`src/rtl/motor_pkg.sv`:
```
// Shared types and defaults for the motor step/direction datapath.
package motor_pkg;

   localparam int HALF_PERIOD_DEF = 1000;
   localparam int DIR_SETUP_DEF   = 50;
   localparam int POS_W           = 32;
   localparam int STEPS_W         = 32;

   typedef enum logic [1:0] {
      ST_IDLE,
      ST_DIR_SETUP,
      ST_STEP_HIGH,
      ST_STEP_LOW
   } state_t;

   // One step forward or backward; wraps modulo 2^POS_W.
   function automatic logic [POS_W-1:0] step_position(input logic [POS_W-1:0] pos,
                                                      input logic            fwd);
      return fwd ? pos + POS_W'(1) : pos - POS_W'(1);
   endfunction

endpackage

```
`src/rtl/phase_timer.sv`:
```
// Loadable down-counter shared by all timed FSM states.
// Loading L-1 on state entry makes expire_o assert on the L-th cycle of the state.
module phase_timer #(
   parameter int TIMER_W = 16
) (
   input  logic               clk,
   input  logic               rst_n,
   input  logic               load_i,
   input  logic [TIMER_W-1:0] load_val_i,
   output logic               expire_o
);

   logic [TIMER_W-1:0] count_q;

   // Reload on request, otherwise count down and park at zero.
   always_ff @(posedge clk or negedge rst_n) begin
      // NOTE: sequential state uses non-blocking assignments so every register samples pre-edge values.
      if (!rst_n) begin
         count_q <= '0;
      end else if (load_i) begin
         count_q <= load_val_i;
      end else if (count_q != '0) begin
         count_q <= count_q - TIMER_W'(1);
      end
   end

   assign expire_o = (count_q == '0);

endmodule

```
`src/rtl/stepper_step_gen.sv`:
```
// Per-axis STEP/DIR pulse generator with retargeting and signed position tracking.
module stepper_step_gen
   import motor_pkg::*;
#(
   parameter int HALF_PERIOD = HALF_PERIOD_DEF,
   parameter int DIR_SETUP   = DIR_SETUP_DEF,
   parameter int TIMER_W     = 16
) (
   input  logic               PCLK,
   input  logic               PRESERN,
   input  logic               load,
   input  logic [STEPS_W-1:0] steps_in,
   input  logic               dir_in,
   output logic               step,
   output logic               dir,
   output logic               busy,
   output logic               done,
   output logic [STEPS_W-1:0] remaining,
   output logic [POS_W-1:0]   position
);

   localparam logic [TIMER_W-1:0] HALF_LOAD  = TIMER_W'(HALF_PERIOD - 1);
   localparam logic [TIMER_W-1:0] SETUP_LOAD = TIMER_W'(DIR_SETUP - 1);

   state_t             state_q, state_d;
   logic               step_q, step_d;
   logic               dir_q, dir_d;
   logic               busy_q, busy_d;
   logic               done_q, done_d;
   logic [STEPS_W-1:0] remaining_q, remaining_d;
   logic [POS_W-1:0]   position_q, position_d;
   logic               pend_valid_q, pend_valid_d;
   logic [STEPS_W-1:0] pend_steps_q, pend_steps_d;
   logic               pend_dir_q, pend_dir_d;

   logic               tmr_load;
   logic [TIMER_W-1:0] tmr_val;
   logic               tmr_expire;

   logic               start_cmd;
   logic [STEPS_W-1:0] cmd_steps;
   logic               cmd_dir;

   phase_timer #(
      .TIMER_W (TIMER_W)
   ) u_phase_timer (
      .clk        (PCLK),
      .rst_n      (PRESERN),
      .load_i     (tmr_load),
      .load_val_i (tmr_val),
      .expire_o   (tmr_expire)
   );

   // Next-state decision: phase sequencing, retargeting and the pending command.
   always_comb begin
      // NOTE: every variable gets a default first, so no path leaves one unassigned and infers a latch.
      state_d      = state_q;
      step_d       = step_q;
      dir_d        = dir_q;
      busy_d       = busy_q;
      done_d       = done_q;
      remaining_d  = remaining_q;
      position_d   = position_q;
      pend_valid_d = pend_valid_q;
      pend_steps_d = pend_steps_q;
      pend_dir_d   = pend_dir_q;
      tmr_load     = 1'b0;
      tmr_val      = HALF_LOAD;
      start_cmd    = 1'b0;
      cmd_steps    = steps_in;
      cmd_dir      = dir_in;

      case (state_q)
         ST_IDLE: begin
            if (load) start_cmd = 1'b1;
         end

         ST_DIR_SETUP: begin
            if (load) begin
               start_cmd = 1'b1;
            end else if (tmr_expire) begin
               state_d  = ST_STEP_HIGH;
               step_d   = 1'b1;
               tmr_load = 1'b1;
               tmr_val  = HALF_LOAD;
            end
         end

         ST_STEP_HIGH: begin
            // A pulse in flight is never cut short; a new command waits here (last load wins).
            if (load) begin
               pend_valid_d = 1'b1;
               pend_steps_d = steps_in;
               pend_dir_d   = dir_in;
            end
            if (tmr_expire) begin
               step_d = 1'b0;
               if (remaining_q != '0) begin
                  remaining_d = remaining_q - STEPS_W'(1);
                  position_d  = step_position(position_q, dir_q);
               end
               if (pend_valid_d) begin
                  // Skip the low phase: the DIR_SETUP phase provides both setup and low time.
                  start_cmd = 1'b1;
                  cmd_steps = pend_steps_d;
                  cmd_dir   = pend_dir_d;
               end else begin
                  state_d  = ST_STEP_LOW;
                  tmr_load = 1'b1;
                  tmr_val  = HALF_LOAD;
               end
            end
         end

         ST_STEP_LOW: begin
            if (load) begin
               start_cmd = 1'b1;
            end else if (tmr_expire) begin
               if (remaining_q == '0) begin
                  state_d = ST_IDLE;
                  busy_d  = 1'b0;
                  done_d  = 1'b1;
               end else begin
                  state_d  = ST_STEP_HIGH;
                  step_d   = 1'b1;
                  tmr_load = 1'b1;
                  tmr_val  = HALF_LOAD;
               end
            end
         end

         default: begin
            state_d = ST_IDLE;
         end
      endcase

      // Start a command exactly as from IDLE; a zero count completes immediately.
      if (start_cmd) begin
         dir_d        = cmd_dir;
         step_d       = 1'b0;
         pend_valid_d = 1'b0;
         if (cmd_steps == '0) begin
            state_d     = ST_IDLE;
            busy_d      = 1'b0;
            done_d      = 1'b1;
            remaining_d = '0;
         end else begin
            state_d     = ST_DIR_SETUP;
            busy_d      = 1'b1;
            done_d      = 1'b0;
            remaining_d = cmd_steps;
            tmr_load    = 1'b1;
            tmr_val     = SETUP_LOAD;
         end
      end
   end

   // FSM state and registered pin/status outputs; reset drops step at once.
   always_ff @(posedge PCLK or negedge PRESERN) begin
      if (!PRESERN) begin
         state_q      <= ST_IDLE;
         step_q       <= 1'b0;
         dir_q        <= 1'b1;
         busy_q       <= 1'b0;
         done_q       <= 1'b0;
         remaining_q  <= '0;
         position_q   <= '0;
         pend_valid_q <= 1'b0;
         pend_steps_q <= '0;
         pend_dir_q   <= 1'b0;
      end else begin
         state_q      <= state_d;
         step_q       <= step_d;
         dir_q        <= dir_d;
         busy_q       <= busy_d;
         done_q       <= done_d;
         remaining_q  <= remaining_d;
         position_q   <= position_d;
         pend_valid_q <= pend_valid_d;
         pend_steps_q <= pend_steps_d;
         pend_dir_q   <= pend_dir_d;
      end
   end

   assign step      = step_q;
   assign dir       = dir_q;
   assign busy      = busy_q;
   assign done      = done_q;
   assign remaining = remaining_q;
   assign position  = position_q;

endmodule

```
`config.mk`:
```
export PLATFORM = sky130hd
export DESIGN_NAME = stepper_step_gen
export DESIGN_NICKNAME = d
export VERILOG_FILES = /design/src/rtl/motor_pkg.sv /design/src/rtl/phase_timer.sv /design/src/rtl/stepper_step_gen.sv
export SDC_FILE = /design/constraint.sdc
export NUM_CORES = 1
export LEC_CHECK = 0
export ABC_AREA = 1
export BUFFER_PORTS_ARGS = -buffer_cell sky130_fd_sc_hd__buf_2
export CORE_MARGIN = 2
export CORE_UTILIZATION = 50
export DETAILED_ROUTE_END_ITERATION = 8
export PLACE_DENSITY = 0.7
export SETUP_SLACK_MARGIN = 0.05
export SLEW_MARGIN = 15
export SYNTH_ARGS = -nofsm -noshare
export SYNTH_HDL_FRONTEND = slang
export SYNTH_HIERARCHICAL = 1
export SYNTH_SLANG_ARGS = --single-unit
```
`constraint.sdc`:
```
create_clock -name PCLK -period 7.3 [get_ports PCLK]
set_input_delay 0 -clock PCLK [delete_from_list [all_inputs] [get_ports PCLK]]
set_output_delay 0 -clock PCLK [all_outputs]
set_load 0.005 [all_outputs]
```
* Word level (Yosys, flattened, before mapping)
Cells that the tools add are included.
** Cells by class
- Add/subtract/negate cells :: 4
- Bitwise operators :: 0
- Equal/unequal tests :: 11
- Shift-type cells :: 0
- Mux-type cells :: 66
- $mul :: 0
- Reductions and logical operators :: 19
- Divide/modulo/power cells :: 0
- Order comparisons :: 0
** Operators with widths (count)
- $mux W32 :: 10
- $logic_not A32 Y1 :: 2
- $sub A32 B1 Y32 const B :: 2
- $mux W1 :: 40
- $add A32 B1 Y32 const B :: 1
- $mux W16 :: 2
- $reduce_bool A32 Y1 :: 1
- $ne A3 B3 Y1 const B :: 7
- $mux W10 :: 2
- $logic_not A16 Y1 :: 1
- $mux W2 :: 8
- $reduce_bool A16 Y1 :: 1
- $sub A16 B1 Y16 const B :: 1
- $reduce_and A7 Y1 :: 2
- $reduce_bool A2 Y1 :: 6
- $pmux W1 S3 :: 2
- $pmux W2 S3 :: 1
- $reduce_and A3 Y1 :: 2
- $eq A2 B2 Y1 const B :: 2
- $reduce_and A4 Y1 :: 1
- $reduce_bool A4 Y1 :: 1
- $reduce_or A3 Y1 :: 1
- $eq A2 B1 Y1 const B :: 1
- $logic_not A2 Y1 :: 1
- 2 further kinds :: 2
** Storage, ports and cells
- Word-level logic and storage cells :: 111
- Bits in read-only memories :: 0
- Output and inout port bits :: 68
- Memories kept :: 0
- Bits of input ports :: 36
- Register bits :: 120
- Bits in latches :: 0
- Memory bits (writable) :: 0

* Longest topological paths before layout
Gate-level depths: netlist of the first run.
- Word-level depth :: 9
- Mapped depth :: 24
- Depth with buffers taken out :: 21

* Modules after synthesis
Netlist of the first run, hierarchy kept.
** Modules (own cells, without submodules)
- stepper_step_gen :: seq. area each 2603.7 um2, instances 1, cells each 1201, area an instance 7739.9 um2
- phase_timer :: seq. area each 400.4 um2, instances 1, cells each 167, area an instance 1184.9 um2

* Worst setup path before layout of the first run
Ideal clock, no wire load.
- Path kind :: register to register
- Start :: reg u_phase_timer.count_q[0]
- End :: reg u_phase_timer.count_q[3]
- Setup time :: 63 ps
- Data arrival time :: 3117 ps
- Setup slack :: 4120 ps
- Stages on the path, launching flop included :: 24
- Path through :: dfrtp_1 inv_1 ha_1 nand2_4 nor2_4 nand3_1 nor3_1 nand3_1 nor2_4 buf_2 nand2_1 o21ai_0 nand2_1 nor2_1 nand2_1 nor2_1 nand2_1 nand2_2 nand2_1 buf_2 buf_2 o21ai_0 nand2_1 inv_1
** Between the ends
- Longest elaborated chain between the ends :: 7
- Elaborated cells on any way between the ends :: 20
- Those cells by class :: 1 x add/sub; 15 x mux; 4 x reduce/logical
** Ends and longest elaborated chain
- start, declared :: RTL line phase_timer.sv:13 : logic [TIMER_W-1:0] count_q;
- start signal, assigned :: RTL line phase_timer.sv:21 : count_q <= load_val_i;
- start signal, assigned :: RTL line phase_timer.sv:23 : count_q <= count_q - TIMER_W'(1);
- $logic_not A16 Y1 * :: RTL line phase_timer.sv:27 : assign expire_o = (count_q == '0);
- net tmr_expire :: RTL line stepper_step_gen.sv:38 : logic tmr_expire;
- $mux W32 (tied with other cells) :: RTL line stepper_step_gen.sv:96 : if (tmr_expire) begin
- $mux W32 (tied with other cells) :: RTL line stepper_step_gen.sv:73 : case (state_q)
- $logic_not A32 Y1 / $pmux W1 S3 (equally long branches) :: RTL line stepper_step_gen.sv:142, stepper_step_gen.sv:73
- $mux W1 :: RTL line stepper_step_gen.sv:142 : if (cmd_steps == '0) begin
- $mux W1 * :: RTL line stepper_step_gen.sv:138 : if (start_cmd) begin
- net tmr_load :: RTL line stepper_step_gen.sv:36 : logic tmr_load;
- $mux W16 / $reduce_bool A2 Y1 (equally long branches)
The timed path passes the listed nets; every way through them passes the cells marked *. The select of a mux whose other input is x is not followed.
A chain may end at the register's enable or synchronous reset.

* Worst setup path in the final report of the first run
- Start :: reg u_phase_timer.count_q[0]
- End :: reg u_phase_timer.count_q[12]
The elaborated chain is that of the path after synthesis.

==> impl_results.html, run 1 <==
<table>
<tr><th>Metric</th><th>Value</th></tr>
<tr><th colspan="2">Status</th></tr>
<tr><td>Run status</td><td>completed</td></tr>
<tr><th colspan="2">Logic synthesis</th></tr>
<tr><td>Async S/R FF share, synth</td><td>between 90% and 100%</td></tr>
<tr><td>Synth warn</td><td>6</td></tr>
<tr><td>Gate count of the mapped netlist</td><td>between 1000 and 1500</td></tr>
<tr><td>Number of library cell types mapped by synthesis</td><td>39</td></tr>
<tr><td>Primary flip-flop cell chosen by synthesis mapping</td><td>sky130_fd_sc_hd__dfrtp_1</td></tr>
<tr><td>Number of synthesized register bits</td><td>120</td></tr>
<tr><td>Syn Std Cell Area</td><td>8920 um^2</td></tr>
<tr><td>Mean post-synth cell area</td><td>6.52 um^2</td></tr>
<tr><td>Post-synth EDFFs</td><td>0</td></tr>
<tr><td>Sequential share of the synthesized area</td><td>approximately a third</td></tr>
<tr><th colspan="2">CTS</th></tr>
<tr><td># H-tree levels</td><td>4</td></tr>
<tr><td>Post-cts resize count</td><td>0</td></tr>
<tr><td>Clock latency on the worst-skew pair</td><td>around 0.44 ns</td></tr>
<tr><td>Root buffer selected by CTS</td><td>sky130_fd_sc_hd__clkbuf_16</td></tr>
<tr><td>Worst-case clock buffer depth</td><td>2</td></tr>
<tr><td>TritonCTS clock tree</td><td>done</td></tr>
<tr><td>Clock tree sinks</td><td>120</td></tr>
<tr><td>Num CTS Buffers</td><td>17</td></tr>
<tr><td>Clock transition at path regs</td><td>0.06 ns</td></tr>
<tr><th colspan="2">STA</th></tr>
<tr><td>Post-route clock skew</td><td>approximately 0.017 ns</td></tr>
<tr><td>Max-slew violation count</td><td>0</td></tr>
<tr><td>Worst Max-Slew Pin Slew</td><td>roughly 1.0 ns</td></tr>
<tr><td>Accumulated negative setup slack</td><td>0 ns</td></tr>
<tr><td>Final critical-path required period</td><td>approximately 5 ns</td></tr>
<tr><td>Slew margin rel.</td><td>around 33%</td></tr>
<tr><td>Setup repair after global routing missed its margin</td><td>false</td></tr>
<tr><td>Final setup viols</td><td>0</td></tr>
<tr><td>Hold slack</td><td>around 0.0083 ns</td></tr>
<tr><td>Part of the cycle the worst path needs</td><td>between 60% and 70%</td></tr>
<tr><td>Hold violation total from the final report</td><td>0</td></tr>
<tr><td>Max Fclk</td><td>~200 MHz</td></tr>
<tr><th colspan="2">Cells and area</th></tr>
<tr><td>Antenna Cells</td><td>0</td></tr>
<tr><td>Area growth, synth to finish</td><td>15.7%</td></tr>
<tr><td>Area of the multi-input gates</td><td>5270 um^2</td></tr>
<tr><td>Sequential cell area</td><td>3000 um^2</td></tr>
<tr><td>Number of filler cells placed in the layout</td><td>between 1500 and 2000</td></tr>
<tr><td>Final Instance Area</td><td>10300 um^2</td></tr>
<tr><td>Highest-count cells in the layout ignoring fill and taps</td><td>475 x sky130_fd_sc_hd__nand2_1, 155 x sky130_fd_sc_hd__o21ai_0, 145 x sky130_fd_sc_hd__nor2_1, 123 x sky130_fd_sc_hd__inv_1, 119 x sky130_fd_sc_hd__dfrtp_1</td></tr>
<tr><td>Layout cell share with drive strength beyond 1</td><td>11.9%</td></tr>
<tr><td>Nets@finish</td><td>between 1500 and 2000</td></tr>
<tr><td>Most frequent standard cell in the layout excluding fill and tap cells</td><td>sky130_fd_sc_hd__nand2_1</td></tr>
<tr><th colspan="2">Hold path</th></tr>
<tr><td>Number of cells on the worst hold path</td><td>5</td></tr>
<tr><td>Hold Path End</td><td>pend_steps_q[19]</td></tr>
<tr><td>Tightest Hold Check Type</td><td>primary input to register</td></tr>
<tr><td>Launch instance of the worst min-delay path</td><td>steps_in[19]</td></tr>
<tr><th colspan="2">Die</th></tr>
<tr><td>Core outline area</td><td>17400 um^2</td></tr>
<tr><td>Top-level I/O count</td><td>around 100</td></tr>
<tr><td>Die height</td><td>around 140 um</td></tr>
<tr><td>Horizontal die dimension</td><td>138 um</td></tr>
<tr><td>Effective utilization at floorplan</td><td>roughly half</td></tr>
<tr><td>Number of rows in the core area</td><td>48</td></tr>
<tr><td>Area enclosed by the die boundary</td><td>18900 um^2</td></tr>
<tr><th colspan="2">Detailed routing</th></tr>
<tr><td>Pre-Repair DR Iteration Count</td><td>5</td></tr>
<tr><td>Initial DRC Count</td><td>between 600 and 700</td></tr>
<tr><td>Total via count after detailed routing</td><td>9044</td></tr>
<tr><td>Number of routed nets with antenna violations</td><td>0</td></tr>
<tr><td>Detail-routed net length per standard cell</td><td>roughly 14 um</td></tr>
<tr><td>Via density</td><td>about 5.3</td></tr>
<tr><td>Number of remaining DRC errors</td><td>0</td></tr>
<tr><td>Post-Route WL</td><td>approximately 25000 um</td></tr>
<tr><th colspan="2">Global route</th></tr>
<tr><td>Overflow left after global routing</td><td>0</td></tr>
<tr><td>Total global routing track utilization</td><td>27.0%</td></tr>
<tr><td>Maximum number of pins on one net before global-route repair</td><td>just under 80</td></tr>
<tr><td>Number of global-route vias before repair</td><td>around 8300</td></tr>
<tr><td>Global-route wire length before repair</td><td>a little over 40000 um</td></tr>
<tr><td>Number of antenna violations at the first check in global routing</td><td>0</td></tr>
<tr><th colspan="2">Placement</th></tr>
<tr><td>Quantity of I/O buffers inserted on ports</td><td>between 100 and 150</td></tr>
<tr><td>Area post-placement</td><td>roughly 9600 um^2</td></tr>
<tr><td>Final GP Congestion</td><td>a little under 1</td></tr>
<tr><td>Total half-perimeter wirelength after legalization and detailed placement</td><td>about 18000 um</td></tr>
<tr><th colspan="2">Flow run</th></tr>
<tr><td>Max-cap violations</td><td>0</td></tr>
<tr><th colspan="2">Setup path</th></tr>
<tr><td>Capture instance of the worst register-to-register path</td><td>u_phase_timer/count_q[12]</td></tr>
<tr><td>Depth of the worst register-to-register path</td><td>17</td></tr>
<tr><td>WS Path Type</td><td>register to register</td></tr>
<tr><td>Type of origin of the critical path</td><td>register</td></tr>
<tr><td>Required time at the endpoint of the critical path</td><td>7.61 ns</td></tr>
<tr><td>Kind of capture point of the worst setup path</td><td>register</td></tr>
<tr><td>Arrival time at the worst endpoint</td><td>5.31 ns</td></tr>
<tr><td>Worst R2R Setup Slack</td><td>2.31 ns</td></tr>
<tr><td>Top fanout value on the critical path</td><td>between 60 and 70</td></tr>
<tr><td>Startpoint of the worst-slack reg-to-reg timing path</td><td>u_phase_timer/count_q[0]</td></tr>
<tr><th colspan="2">Power and ir drop</th></tr>
<tr><td>Power density over the cells</td><td>337 nW/um^2</td></tr>
<tr><td>Leakage power</td><td>roughly 5.5 nW</td></tr>
<tr><td>Highest ir drop seen on vdd</td><td>0.198 mV</td></tr>
</table>
-- per-layer routing --
layer,wire length (um),global-route usage [%],up-vias
li1,-,-,4621
met2,10900,41.4,281
met5,0,0,-
met3,1370,5.00,46
met4,675,10.8,0
met1,11600,37.6,4096
-- registers in the layout, summed over array words and instances, names as in the netlist --
signal,count
step,1
pend_valid_q,1
state_q,2
pend_steps_q,32
pend_dir_q,1
u_phase_timer/count_q,16
remaining,32
position,32
done,1
dir,1
busy,1
-- cell families after synthesis --
group	synth area share, %
AO/OA/AOI/OAI	14.4
XOR/XNOR	3.14
adder cells (fa/ha/maj)	4.85
buffers and inverters	7.61
flip-flops	33.7
other	0.0841
AND/OR/NAND/NOR	36.3
-- worst max-delay path: stages (launching register included) --
cell,delay (ns)
sky130_fd_sc_hd__dfrtp_1,0.40
sky130_fd_sc_hd__inv_1,0.11
sky130_fd_sc_hd__ha_1,0.29
sky130_fd_sc_hd__nand2_4,0.12
sky130_fd_sc_hd__nor2_4,0.12
sky130_fd_sc_hd__nand3_1,0.10
sky130_fd_sc_hd__nor3_1,0.46
sky130_fd_sc_hd__nand3_1,0.21
sky130_fd_sc_hd__nor2_4,0.71
sky130_fd_sc_hd__nor2_4,0.01
sky130_fd_sc_hd__buf_4,0.33
sky130_fd_sc_hd__inv_2,0.35
sky130_fd_sc_hd__nand2_2,0.22
sky130_fd_sc_hd__nand2_1,0.52
sky130_fd_sc_hd__inv_1,0.42
sky130_fd_sc_hd__or2_2,0.38
sky130_fd_sc_hd__nand2_1,0.07
sky130_fd_sc_hd__nor2_1,0.04
-- layout make-up --
class,count,area share [%]
multi-input cells,1086,51.1
flip-flops and latches,120,29.1
repair buffers,125,6.98
inverters,127,4.62
clock buffers,22,4.59
well taps,225,2.73
clock inverters,10,0.933
-- through the flow --
step	std cells	power (mW)	utilization (%)	setup slack, ns
after global routing	1715	3.77	59.5	1.93
after global placement	1668	2.62	55.3	2.63
after detailed placement	1668	2.65	55.3	2.40
final	1715	3.48	59.5	2.31
after CTS	1715	3.48	59.5	2.39
after floorplan	1375	2.21	-	4.12
-- worst max-delay path by stage --
stage,startpoint,endpoint,slack (ns),cells after the start
after floorplan,u_phase_timer/count_q[0],u_phase_timer/count_q[3],4.12,23
after global placement,u_phase_timer/count_q[0],u_phase_timer/count_q[12],2.63,17
after detailed placement,u_phase_timer/count_q[0],u_phase_timer/count_q[12],2.40,17
after CTS,u_phase_timer/count_q[0],u_phase_timer/count_q[12],2.39,17
after global routing,u_phase_timer/count_q[0],u_phase_timer/count_q[12],1.93,17
final,u_phase_timer/count_q[0],u_phase_timer/count_q[12],2.31,17
-- repair_timing --
action | 4_1_cts | 5_1_grt
hold endpoints to repair | 58 | 0
setup buffers | 0 | 0
hold buffers | 15 | 0
-- synth_stat cells, types with 6 or more instances --
cell	number	share of area (%)
sky130_fd_sc_hd__a21oi_1	51	2.9
sky130_fd_sc_hd__buf_2	21	1.2
sky130_fd_sc_hd__clkbuf_1	17	0.71
sky130_fd_sc_hd__dfrtp_1	119	33
sky130_fd_sc_hd__ha_1	33	4.6
sky130_fd_sc_hd__inv_1	123	5.2
sky130_fd_sc_hd__nand2_1	475	20
sky130_fd_sc_hd__nand3_1	79	4.4
sky130_fd_sc_hd__nand3b_1	10	0.84
sky130_fd_sc_hd__nand4_1	11	0.77
sky130_fd_sc_hd__nor2_1	145	6.1
sky130_fd_sc_hd__nor2_2	6	0.42
sky130_fd_sc_hd__nor2_4	8	1.0
sky130_fd_sc_hd__nor3_1	13	0.73
sky130_fd_sc_hd__o211ai_1	6	0.50
sky130_fd_sc_hd__o21ai_0	155	8.7
sky130_fd_sc_hd__o21ai_1	15	0.84
sky130_fd_sc_hd__xnor2_1	18	1.8
sky130_fd_sc_hd__xor2_1	14	1.4
-- report_power, final --
| group | internal, mW | total, mW | switching (mW) |
|---|---|---|---|
| clock | 0.494 | 0.812 | 0.318 |
| combinational | 0.532 | 1.55 | 1.02 |
| sequential | 0.900 | 1.11 | 0.214 |
| total | 1.93 | 3.48 | 1.55 |
Power figures use the tool's default switching activity.
==> run 2: changes to the inputs <==
clock period = 4.95 ns   (was 7.3 ns; I/O delays follow)
==> impl_results.html, run 2 (synthesis results as in run 1) <==
<table>
<tr><th>Metric</th><th>Value</th></tr>
<tr><th colspan="2">Status</th></tr>
<tr><td>Run status</td><td>completed</td></tr>
<tr><th colspan="2">STA</th></tr>
<tr><td>Slew margin rel.</td><td>39.4% (+6.0 points)</td></tr>
<tr><td>Final critical-path required period</td><td>4.41 ns (-0.581 ns)</td></tr>
<tr><td>Setup repair after global routing missed its margin</td><td>false</td></tr>
<tr><td>Max-slew violation count</td><td>0 (unchanged)</td></tr>
<tr><td>Worst Max-Slew Pin Slew</td><td>0.909 ns (-0.0894 ns)</td></tr>
<tr><td>Max Fclk</td><td>227 MHz (+13%)</td></tr>
<tr><td>Accumulated negative setup slack</td><td>0 ns (unchanged)</td></tr>
<tr><td>Post-route clock skew</td><td>0.0114 ns (-0.00539 ns)</td></tr>
<tr><td>Final setup viols</td><td>0 (unchanged)</td></tr>
<tr><td>Part of the cycle the worst path needs</td><td>89.1% (+21 points)</td></tr>
<tr><td>Hold violation total from the final report</td><td>0 (unchanged)</td></tr>
<tr><td>Setup WS post-layout</td><td>0.539 ns (-1.77 ns)</td></tr>
<tr><td>Hold slack</td><td>0.00373 ns (-0.00459 ns)</td></tr>
<tr><th colspan="2">Die</th></tr>
<tr><td>Top-level I/O count</td><td>104 (unchanged)</td></tr>
<tr><td>Horizontal die dimension</td><td>138 um (unchanged)</td></tr>
<tr><td>Number of rows in the core area</td><td>48 (unchanged)</td></tr>
<tr><td>Die height</td><td>138 um (unchanged)</td></tr>
<tr><td>Area enclosed by the die boundary</td><td>18900 um^2 (unchanged)</td></tr>
<tr><td>Effective utilization at floorplan</td><td>51.4% (unchanged)</td></tr>
<tr><td>Core outline area</td><td>17400 um^2 (unchanged)</td></tr>
<tr><th colspan="2">Detailed routing</th></tr>
<tr><td>Initial DRC Count</td><td>714 (+7.9%)</td></tr>
<tr><td>Routed met1 length</td><td>11800 um (+1.9%)</td></tr>
<tr><td>Via density</td><td>5.26 (-0.22%)</td></tr>
<tr><td>Number of remaining DRC errors</td><td>0 (unchanged)</td></tr>
<tr><td>Detail-routed net length per standard cell</td><td>14.6 um (+1.8%)</td></tr>
<tr><td>Number of routed nets with antenna violations</td><td>0 (unchanged)</td></tr>
<tr><td>Post-Route WL</td><td>25000 um (+1.9%)</td></tr>
<tr><td>Highest routed metal layer</td><td>met4</td></tr>
<tr><td>Total via count after detailed routing</td><td>9035 (-0.10%)</td></tr>
<tr><td>Pre-Repair DR Iteration Count</td><td>5 (unchanged)</td></tr>
<tr><td>Sum of met2 wire segment lengths after detailed routing</td><td>11400 um (+3.9%)</td></tr>
<tr><td>Metal3 WL</td><td>1260 um (-7.5%)</td></tr>
<tr><th colspan="2">Global route</th></tr>
<tr><td>Total global routing track utilization</td><td>27.1% (about the same)</td></tr>
<tr><td>Number of antenna violations at the first check in global routing</td><td>0 (unchanged)</td></tr>
<tr><td>Number of global-route vias before repair</td><td>8301 (+0.39%)</td></tr>
<tr><td>Global-route wire length before repair</td><td>40400 um (+0.50%)</td></tr>
<tr><td>Maximum number of pins on one net before global-route repair</td><td>72 (-7.7%)</td></tr>
<tr><td>Overflow left after global routing</td><td>0 (unchanged)</td></tr>
<tr><th colspan="2">Placement</th></tr>
<tr><td>Final GP Congestion</td><td>0.961 (-0.24%)</td></tr>
<tr><td>Quantity of I/O buffers inserted on ports</td><td>103 (unchanged)</td></tr>
<tr><td>Worst slack at placement</td><td>0.335 ns (-2.06 ns)</td></tr>
<tr><td>Total placed cells including tap cells</td><td>1672 (+0.24%)</td></tr>
<tr><td>Total half-perimeter wirelength after legalization and detailed placement</td><td>18500 um (about the same)</td></tr>
<tr><th colspan="2">CTS</th></tr>
<tr><td>Clock transition at path regs</td><td>0.06 ns (about the same)</td></tr>
<tr><td>Root buffer selected by CTS</td><td>sky130_fd_sc_hd__clkbuf_16</td></tr>
<tr><td># H-tree levels</td><td>4 (unchanged)</td></tr>
<tr><td>Clock tree sinks</td><td>120 (unchanged)</td></tr>
<tr><td>Worst-case clock buffer depth</td><td>2 (unchanged)</td></tr>
<tr><td>Clock latency on the worst-skew pair</td><td>0.43 ns (about the same)</td></tr>
<tr><td>Num CTS Buffers</td><td>17 (unchanged)</td></tr>
<tr><td>TritonCTS clock tree</td><td>done</td></tr>
<tr><th colspan="2">Cells and area</th></tr>
<tr><td>Post-Layout Cell Count</td><td>1717 (+0.12%)</td></tr>
<tr><td>Area growth, synth to finish</td><td>16.1%</td></tr>
<tr><td>Core Util, Final</td><td>59.7% (+0.22 points)</td></tr>
<tr><td>Layout cell share with drive strength beyond 1</td><td>12.4% (+0.45 points)</td></tr>
<tr><td>Nets@finish</td><td>1549 (+0.13%)</td></tr>
<tr><td>Number of filler cells placed in the layout</td><td>1708 (-1.2%)</td></tr>
<tr><td>Most frequent standard cell in the layout excluding fill and tap cells</td><td>sky130_fd_sc_hd__nand2_1</td></tr>
<tr><td>Antenna Cells</td><td>0 (unchanged)</td></tr>
<tr><td>Highest-count cells in the layout ignoring fill and taps</td><td>475 x sky130_fd_sc_hd__nand2_1, 155 x sky130_fd_sc_hd__o21ai_0, 145 x sky130_fd_sc_hd__nor2_1, 123 x sky130_fd_sc_hd__inv_1, 119 x sky130_fd_sc_hd__dfrtp_1</td></tr>
<tr><th colspan="2">Setup path</th></tr>
<tr><td>Required time at the endpoint of the critical path</td><td>5.26 ns (-2.35 ns)</td></tr>
<tr><td>Capture instance of the worst register-to-register path</td><td>u_phase_timer/count_q[4]</td></tr>
<tr><td>Startpoint of the worst-slack reg-to-reg timing path</td><td>u_phase_timer/count_q[0]</td></tr>
<tr><td>Top fanout value on the critical path</td><td>20 (-68%)</td></tr>
<tr><td>Type of origin of the critical path</td><td>register</td></tr>
<tr><td>Depth of the worst register-to-register path</td><td>23 (+6)</td></tr>
<tr><td>WS Path Type</td><td>register to register</td></tr>
<tr><td>Worst R2R Setup Slack</td><td>0.54 ns (-1.77 ns)</td></tr>
<tr><td>Kind of capture point of the worst setup path</td><td>register</td></tr>
<tr><td>Arrival time at the worst endpoint</td><td>4.72 ns (-0.59 ns)</td></tr>
<tr><th colspan="2">Hold path</th></tr>
<tr><td>Launch instance of the worst min-delay path</td><td>steps_in[4]</td></tr>
<tr><td>Number of cells on the worst hold path</td><td>5 (unchanged)</td></tr>
<tr><td>Hold Path End</td><td>pend_steps_q[4]</td></tr>
<tr><td>Tightest Hold Check Type</td><td>primary input to register</td></tr>
<tr><th colspan="2">Flow run</th></tr>
<tr><td>Max-cap violations</td><td>0 (unchanged)</td></tr>
<tr><th colspan="2">Power and ir drop</th></tr>
<tr><td>Power density over the cells</td><td>501 nW/um^2 (+49%)</td></tr>
<tr><td>Leakage power</td><td>5.50 nW (+0.39%)</td></tr>
<tr><td>Highest ir drop seen on vdd</td><td>0.288 mV (+45%)</td></tr>
</table>
-- run 2: worst max-delay path by stage --
stage	from	endpoint	slack, ns
after floorplan	u_phase_timer/count_q[0]	u_phase_timer/count_q[3]	1.77
after global placement	u_phase_timer/count_q[0]	u_phase_timer/count_q[4]	0.59
after detailed placement	u_phase_timer/count_q[0]	u_phase_timer/count_q[4]	0.34
after CTS	u_phase_timer/count_q[0]	u_phase_timer/count_q[4]	0.31
after global routing	u_phase_timer/count_q[0]	u_phase_timer/count_q[4]	0.12
final	u_phase_timer/count_q[0]	u_phase_timer/count_q[4]	0.54
-- run 2: timing repair --
action	4_1_cts	5_1_grt
endpoints found under the setup margin	0	16
hold endpoints to repair	81	0
resized for setup	0	2
hold buffers	12	0
setup buffers	0	0
-- run 2: layout make-up --
cell class	instances	area, um^2	share of cell area (%)
clock buffer	21	470	4.54
clock inverter	11	123	1.18
inverter	127	477	4.60
multi-input combinational	1087	5290	51.0
sequential	120	3000	29.0
tap	225	282	2.72
timing repair buffer	126	721	6.95
-- run 2: report_power, final --
group	internal (mW)	leakage, nW	total (mW)	switching (mW)
combinational	0.788	3.69	2.32	1.53
clock	0.778	0.281	1.25	0.469
sequential	1.33	1.52	1.63	0.303
total	2.89	5.50	5.19	2.30
-- run 2: metal layers --
metal,vias to the layer above,global-route usage [%]
met5,-,0
met4,0,9.39
met3,49,4.56
met2,281,42.4
met1,4080,37.8
li1,4625,-
-- run 2: worst max-delay path: stages, from the launching register on --
cell	delay, ns
sky130_fd_sc_hd__dfrtp_1	0.40
sky130_fd_sc_hd__inv_1	0.11
sky130_fd_sc_hd__ha_1	0.29
sky130_fd_sc_hd__nand2_4	0.12
sky130_fd_sc_hd__nor2_4	0.12
sky130_fd_sc_hd__nand3_1	0.11
sky130_fd_sc_hd__nor3_2	0.33
sky130_fd_sc_hd__nand3_1	0.32
sky130_fd_sc_hd__nor2_4	0.47
sky130_fd_sc_hd__buf_4	0.22
sky130_fd_sc_hd__nand2_1	0.05
sky130_fd_sc_hd__o21ai_0	0.12
sky130_fd_sc_hd__nand2_1	0.08
sky130_fd_sc_hd__nor2_1	0.10
sky130_fd_sc_hd__nand2_1	0.06
sky130_fd_sc_hd__nor2_1	0.08
sky130_fd_sc_hd__nand2_1	0.08
sky130_fd_sc_hd__nand2_2	0.20
sky130_fd_sc_hd__nand2_1	0.07
sky130_fd_sc_hd__buf_4	0.21
sky130_fd_sc_hd__inv_1	0.40
sky130_fd_sc_hd__nand3_4	0.17
sky130_fd_sc_hd__inv_1	0.12
sky130_fd_sc_hd__nor2_1	0.05
-- run 2: stage by stage --
| stage | total power [mW] | area [um^2] |
|---|---|---|
| floorplan | 3.26 | 8950 |
| global placement | 3.88 | 9640 |
| detailed placement | 3.91 | 9640 |
| CTS | 5.18 | 10300 |
| global route | 5.61 | 10400 |
| finish | 5.19 | 10400 |
